[src/rtl/down_count_tracker_pkg.sv]
// Shared types and default widths for the down-counter tracker.
package dct_pkg;

    localparam int unsigned DCT_WIDTH   = 4;
    localparam int unsigned DCT_EPOCH_W = 8;

    typedef enum logic [1:0] {
        IDLE  = 2'd0,
        TRACK = 2'd1,
        ERROR = 2'd2
    } state_e;

    typedef enum logic [1:0] {
        HOLD,
        DEC,
        WRAP,
        BAD
    } step_e;

endpackage

[src/rtl/down_count_tracker_if.sv]
// Counter sample in, tracker status out; clk and reset stay outside.
interface down_count_tracker_if
    import dct_pkg::*;
#(
    parameter int unsigned WIDTH   = DCT_WIDTH,
    parameter int unsigned EPOCH_W = DCT_EPOCH_W
);
    logic               clr;
    logic [WIDTH-1:0]   q_in;
    logic               tc;
    logic [EPOCH_W-1:0] epoch;
    logic               held;
    logic               step_err;
    logic               busy;

    modport master (
        output clr, q_in,
        input  tc, epoch, held, step_err, busy
    );

    modport slave (
        input  clr, q_in,
        output tc, epoch, held, step_err, busy
    );
endinterface

[src/rtl/down_count_tracker_step_classify.sv]
// Classifies one counter step (previous sample -> current sample).
module dct_step_classify
    import dct_pkg::*;
#(
    parameter int unsigned WIDTH = DCT_WIDTH
) (
    input  logic [WIDTH-1:0] q_prev,
    input  logic [WIDTH-1:0] q_in,
    output step_e            step
);
    logic [WIDTH-1:0] q_dec;

    assign q_dec = q_prev - WIDTH'(1);

    // Wrap is tested explicitly, so the decrement never relies on 0-1 wrapping.
    always_comb begin
        step = BAD;
        if (q_in == q_prev) begin
            step = HOLD;
        end else if ((q_prev != '0) && (q_in == q_dec)) begin
            step = DEC;
        end else if ((q_prev == '0) && (q_in == '1)) begin
            step = WRAP;
        end
    end
endmodule

[src/rtl/down_count_tracker.sv]
// Monitors a down counter: hold/decrement legality, wrap pulse and saturating wrap tally.
module down_count_tracker
    import dct_pkg::*;
#(
    parameter int unsigned WIDTH   = DCT_WIDTH,
    parameter int unsigned EPOCH_W = DCT_EPOCH_W
) (
    input  logic                 clk,
    input  logic                 reset,
    down_count_tracker_if.slave  bus
);
    state_e             state_q, state_d;
    logic [WIDTH-1:0]   q_prev_q, q_prev_d;
    logic               tc_q, tc_d;
    logic [EPOCH_W-1:0] epoch_q, epoch_d;
    logic               held_q, held_d;
    logic               err_q, err_d;
    step_e              step;

    dct_step_classify #(.WIDTH(WIDTH)) u_classify (
        .q_prev (q_prev_q),
        .q_in   (bus.q_in),
        .step   (step)
    );

    always_ff @(posedge clk or negedge reset) begin
        if (!reset) begin
            state_q  <= IDLE;
            q_prev_q <= '0;
            tc_q     <= 1'b0;
            epoch_q  <= '0;
            held_q   <= 1'b0;
            err_q    <= 1'b0;
        end else begin
            state_q  <= state_d;
            q_prev_q <= q_prev_d;
            tc_q     <= tc_d;
            epoch_q  <= epoch_d;
            held_q   <= held_d;
            err_q    <= err_d;
        end
    end

    always_comb begin
        state_d  = state_q;
        q_prev_d = q_prev_q;
        tc_d     = 1'b0;
        held_d   = 1'b0;
        epoch_d  = epoch_q;
        err_d    = err_q;
        if (bus.clr) begin
            state_d = IDLE;
            epoch_d = '0;
            err_d   = 1'b0;
        end else begin
            case (state_q)
                IDLE: begin
                    q_prev_d = bus.q_in;
                    state_d  = TRACK;
                end
                TRACK: begin
                    q_prev_d = bus.q_in;
                    case (step)
                        HOLD: held_d = 1'b1;
                        DEC:  ;
                        WRAP: begin
                            tc_d = 1'b1;
                            if (epoch_q != '1) epoch_d = epoch_q + EPOCH_W'(1);
                        end
                        default: begin
                            err_d   = 1'b1;
                            state_d = ERROR;
                        end
                    endcase
                end
                ERROR: q_prev_d = bus.q_in;
                default: state_d = IDLE;
            endcase
        end
    end

    assign bus.tc       = tc_q;
    assign bus.epoch    = epoch_q;
    assign bus.held     = held_q;
    assign bus.step_err = err_q;
    assign bus.busy     = (state_q != IDLE);
endmodule

[src/flat_wrapper.sv]
// flat-port wrapper written by rule: the top's interface ports become plain ports
module down_count_tracker_flat import dct_pkg::*;
#(
    parameter int unsigned WIDTH   = DCT_WIDTH,
    parameter int unsigned EPOCH_W = DCT_EPOCH_W
)
  (clk, reset, bus_clr, bus_q_in, bus_tc, bus_epoch, bus_held, bus_step_err, bus_busy);
  down_count_tracker_if #(.WIDTH(WIDTH), .EPOCH_W(EPOCH_W)) bus_i ();
  input  logic clk;
  input  logic reset;
  input wire logic [$bits(bus_i.clr)-1:0] bus_clr;
  input wire logic [$bits(bus_i.q_in)-1:0] bus_q_in;
  output wire logic [$bits(bus_i.tc)-1:0] bus_tc;
  output wire logic [$bits(bus_i.epoch)-1:0] bus_epoch;
  output wire logic [$bits(bus_i.held)-1:0] bus_held;
  output wire logic [$bits(bus_i.step_err)-1:0] bus_step_err;
  output wire logic [$bits(bus_i.busy)-1:0] bus_busy;
  assign bus_i.clr = bus_clr;
  assign bus_i.q_in = bus_q_in;
  assign bus_tc = bus_i.tc;
  assign bus_epoch = bus_i.epoch;
  assign bus_held = bus_i.held;
  assign bus_step_err = bus_i.step_err;
  assign bus_busy = bus_i.busy;
  down_count_tracker #(.WIDTH(WIDTH), .EPOCH_W(EPOCH_W)) u_core (.clk(clk), .reset(reset), .bus(bus_i));
endmodule
[config.mk]
export PLATFORM = sky130hd
export DESIGN_NAME = down_count_tracker_flat
export DESIGN_NICKNAME = d
export VERILOG_FILES = /design/src/rtl/down_count_tracker_pkg.sv /design/src/rtl/down_count_tracker_if.sv /design/src/rtl/down_count_tracker_step_classify.sv /design/src/rtl/down_count_tracker.sv /design/src/flat_wrapper.sv
export SDC_FILE = /design/constraint.sdc
export NUM_CORES = 1
export LEC_CHECK = 0
export ABC_AREA = 1
export CAP_MARGIN = 20
export CORE_MARGIN = 2
export CORE_UTILIZATION = 30
export CTS_BUF_LIST = sky130_fd_sc_hd__clkbuf_2 sky130_fd_sc_hd__clkbuf_4 sky130_fd_sc_hd__clkbuf_8
export CTS_CLUSTER_DIAMETER = 120
export DETAILED_ROUTE_END_ITERATION = 6
export SYNTH_ARGS = -nofsm -noshare
export SYNTH_HDL_FRONTEND = slang
export SYNTH_SLANG_ARGS = --single-unit
[constraint.sdc]
create_clock -name clk -period 2 [get_ports clk]
set_input_delay 0.2 -clock clk [delete_from_list [all_inputs] [get_ports clk]]
set_output_delay 0.2 -clock clk [all_outputs]
set_load 0.01 [all_outputs]
==> parameters.txt <==
Parameter                              Value

Routing
  Routed metal-1 wire length ... 1020 µm
  Detailed-route wire length per cell ... 10.9 µm
  Top Metal Used ... met4
  Overall routed net length ... 2250 µm
  Avg Vias per Cell ... between 4 and 5
  Number of violations reported at the end of detailed-routing iteration 0 ... 40
  Final antenna-violating net count ... 0
  WL met3 ... 97 µm
  Post-route DRC ... 0
  Detailed-routed wire length on met2 ... 1120 µm
  Total number of vias ... 940
  First-pass iteration count of the detailed router ... 5

STA
  Upper clock frequency limit ... roughly 0.61 GHz
  Sum Neg Setup Slack ... 0 ps
  Worst Max-Slew Pin Slew ... around 420 ps
  Setup repair after global routing missed its margin ... no
  Fin. Hold Viols ... 0
  Final cycle utilization of the critical path ... about 82%
  Final critical delay including setup and external delays ... ~1600 ps
  Total count of max-transition violations in the final report ... 0
  Endpoints failing setup ... 0
  Final worst clock skew ... approximately 4.4 ps
  Relative slew margins ... between 70 and 80%

Cells and area
  # nets final ... about 170
  Fill cell instance count of the final layout ... 363
  Area growth from synthesis to layout ... 25.6%
  Number of diodes ... 0
  Non-Filler Cell Area, Final ... 1320 µm²
  Fraction of layout instances using a drive strength above 1 ... between 10% and 20%
  Util after Layout ... about two fifths

Critical path
  Reg2reg setup slack ... 520 ps
  Critical path destination ... bus_busy
  Slowest cell delay on critical path ... roughly 530 ps
  Type of the worst setup path ... reg2out
  Cell with the largest stage delay on the worst path ... clkdlybuf4s50_1
  Critical path, cell by cell ... inv_1, nand2_1, clkdlybuf4s50_1
  Bufs and invs on worst path ... 2
  Setup crit start kind ... flop
  Critical path required time ... ~1800 ps
  Critical register-to-register path startpoint ... u_core.q_prev_q[1]$_DFFE_PN0P_
  Instance count on the critical path ... 3
  Depth of the worst register-to-register path ... 8
  Highest fanout seen on the critical path ... 4
  Launch point of the worst path ... u_core.state_q[1]$_DFFE_PN0P_
  Data arrival, critical path ... ~1400 ps
  Worst Setup End Kind ... output port
  CP top delay family ... buffers and inverters
  R2r endpoint ... u_core.bus.epoch[4]$_DFFE_PN0P_

Clock network
  Maximum root-to-sink buffer count ... 2
  CTS tree ... done
  Total of cells resized after clock tree synthesis ... 0
  Library cell used as clock root buffer ... clkbuf_4
  Clock-pin transition on the worst setup and hold timing paths ... around 110 ps
  Number of clock sinks ... 17
  Setup fix buffers added after clock tree synthesis ... 0
  Source-to-sink clock delay at the later pin of the worst-skew pair ... ~300 ps
  Cts hold-fix bufs ... 0
  Number of clock buffers inserted by TritonCTS ... 3
  H-tree levels ... 1

Power and ir drop
  Leakage power ... about 0.65 nW
  Peak supply drop ... 252 µV
  Pwr per Cell Area ... between 600 and 700 nW/µm²

Hold path
  Type of the tightest min-delay check ... in2async

Logic synthesis
  Post-synth EDFFs ... 0
  Most instantiated cells after synthesis ... nand2_1, dfrtp_1, nand3_1
  Leading cell types by total area after synthesis ... dfrtp_1, nand2_1, nand3_1, nor2_1, inv_1
  Yosys synthesis warning count ... 0
  Library cell with the highest instance count after synthesis ... nand2_1
  Area fraction of the dominant cell type after synthesis ... about two fifths
  Yosys cell types ... 23
  Yosys reg bits ... 17
  Mapped Nets ... ~150
  Average size of a mapped cell ... 7.53 µm²
  Dominant synthesized flop cell ... dfrtp_1
  Mapped cell area ... about 1000 µm²
  Cell taking the most area after synthesis ... dfrtp_1
  Fraction of registers with async set or reset after synthesis ... between 90% and 100%
  Sequential share of the synthesized area ... about 41%
  Synthesized instance count ... ~140

Die
  Die extent in y ... around 63 µm
  Overall die width ... between 60 and 70 µm
  Initial cell density of the core ... 31.4%
  Area of the die ... 3980 µm²
  Area inside the core boundary ... about 3300 µm²
  Number of standard-cell rows in the floorplan ... 21
  I/O pin count ... 19

Placed design
  Weighted congestion at the end of routability-driven global placement ... roughly 0.91
  Total cell area at the placement stage ... between 1000 and 1500 µm²
  DP Wirelength ... 1730 µm
  Count of input and output buffers ... 18

Outcome
  Result of the run ... finished clean

Global routing
  Antenna violations before repair ... 0
  Number of global-route vias before repair ... around 940
  Pin count of the biggest net entering global routing ... 18
  First-pass GRT wire length ... roughly 4000 µm
  Overflow left after global routing ... 0
  Global-route usage over all layers ... around 13%

Run
  Max-cap check violation count ... 0
[registers in the layout, indices dropped and copies added, names as in the netlist]
register and cells:
u_core.bus.tc 1, u_core.bus.held 1, u_core.state_q 2, u_core.bus.step_err 1
u_core.bus.epoch 8, u_core.q_prev_q 4
[how the worst min path moves through the flow]
| stage | from | to | slack, ps | cells past startpoint |
|---|---|---|---|---|
| 6_report | reset | u_core.q_prev_q[2]$_DFFE_PN0P_ | 220 | 2 |
| 5_1_grt | reset | u_core.q_prev_q[2]$_DFFE_PN0P_ | 240 | 2 |
| 4_1_cts | reset | u_core.q_prev_q[3]$_DFFE_PN0P_ | 220 | 2 |
| 3_5_place_dp | u_core.bus.step_err$_DFFE_PN0P_ | u_core.bus.step_err$_DFFE_PN0P_ | 480 | 2 |
| 3_3_place_gp | u_core.bus.step_err$_DFFE_PN0P_ | u_core.bus.step_err$_DFFE_PN0P_ | 470 | 2 |
| 2_1_floorplan | reset | u_core.bus.epoch[0]$_DFFE_PN0P_ | -100 | 0 |
[layout make-up]
type                    instances  area [µm²]  area share, %
clock buffers                   3        22.5           1.71
clock inverters                 1        5.00          0.381
inverters                      17        63.8           4.85
multi-input cells             103         546           41.5
flip-flops and latches         17         425           32.4
well taps                      46        57.6           4.38
repair buffers                 20         195           14.8
[layout by cell type (no fill, tap or decap), drive strengths merged]
cell,count
dfrtp,17
clkdlybuf4s50,18
nand3,18
nor2,17
o21bai,1
nor3,1
buf,2
ha,3
clkinv,1
a21oi,1
xor2,3
inv,17
o21ai,5
clkbuf,3
nand2,47
nand4,4
xnor2,3
[power breakdown]
group          switching [mW]  leakage [nW]  total, mW  internal (mW)
clock                   0.121        0.0177      0.196         0.0746
combinational           0.115         0.406      0.200         0.0848
sequential             0.0253         0.225      0.395          0.370
[logic make-up after synthesis]
group	synth area share, %
and+or+nand+nor	39.2
DFF	40.6
xor gates and xnor gates	5.02
AOI/OAI and AO/OA	4.30
adders and majority gates	3.58
buffers and inverters	7.29
[through the flow]
stage | worst slack [ps] | hold WS [ps] | cells | power (mW)
after floorplan | 690 | -95.6 | 139 | 0.525
after global placement | 461 | 468 | 203 | 0.601
after detailed placement | 412 | 477 | 203 | 0.603
after CTS | 358 | 217 | 207 | 0.801
after global routing | 282 | 240 | 207 | 0.848
final | 362 | 220 | 207 | 0.791
[metal layers]
metal | track usage (%) | vias up
met2 | 22.6 | 24
met3 | 3.39 | 2
li1 | - | 480
met1 | 15.9 | 434
met4 | 3.06 | 0
met5 | 0 | -
Note: power is estimated with default switching activity, not from simulation.
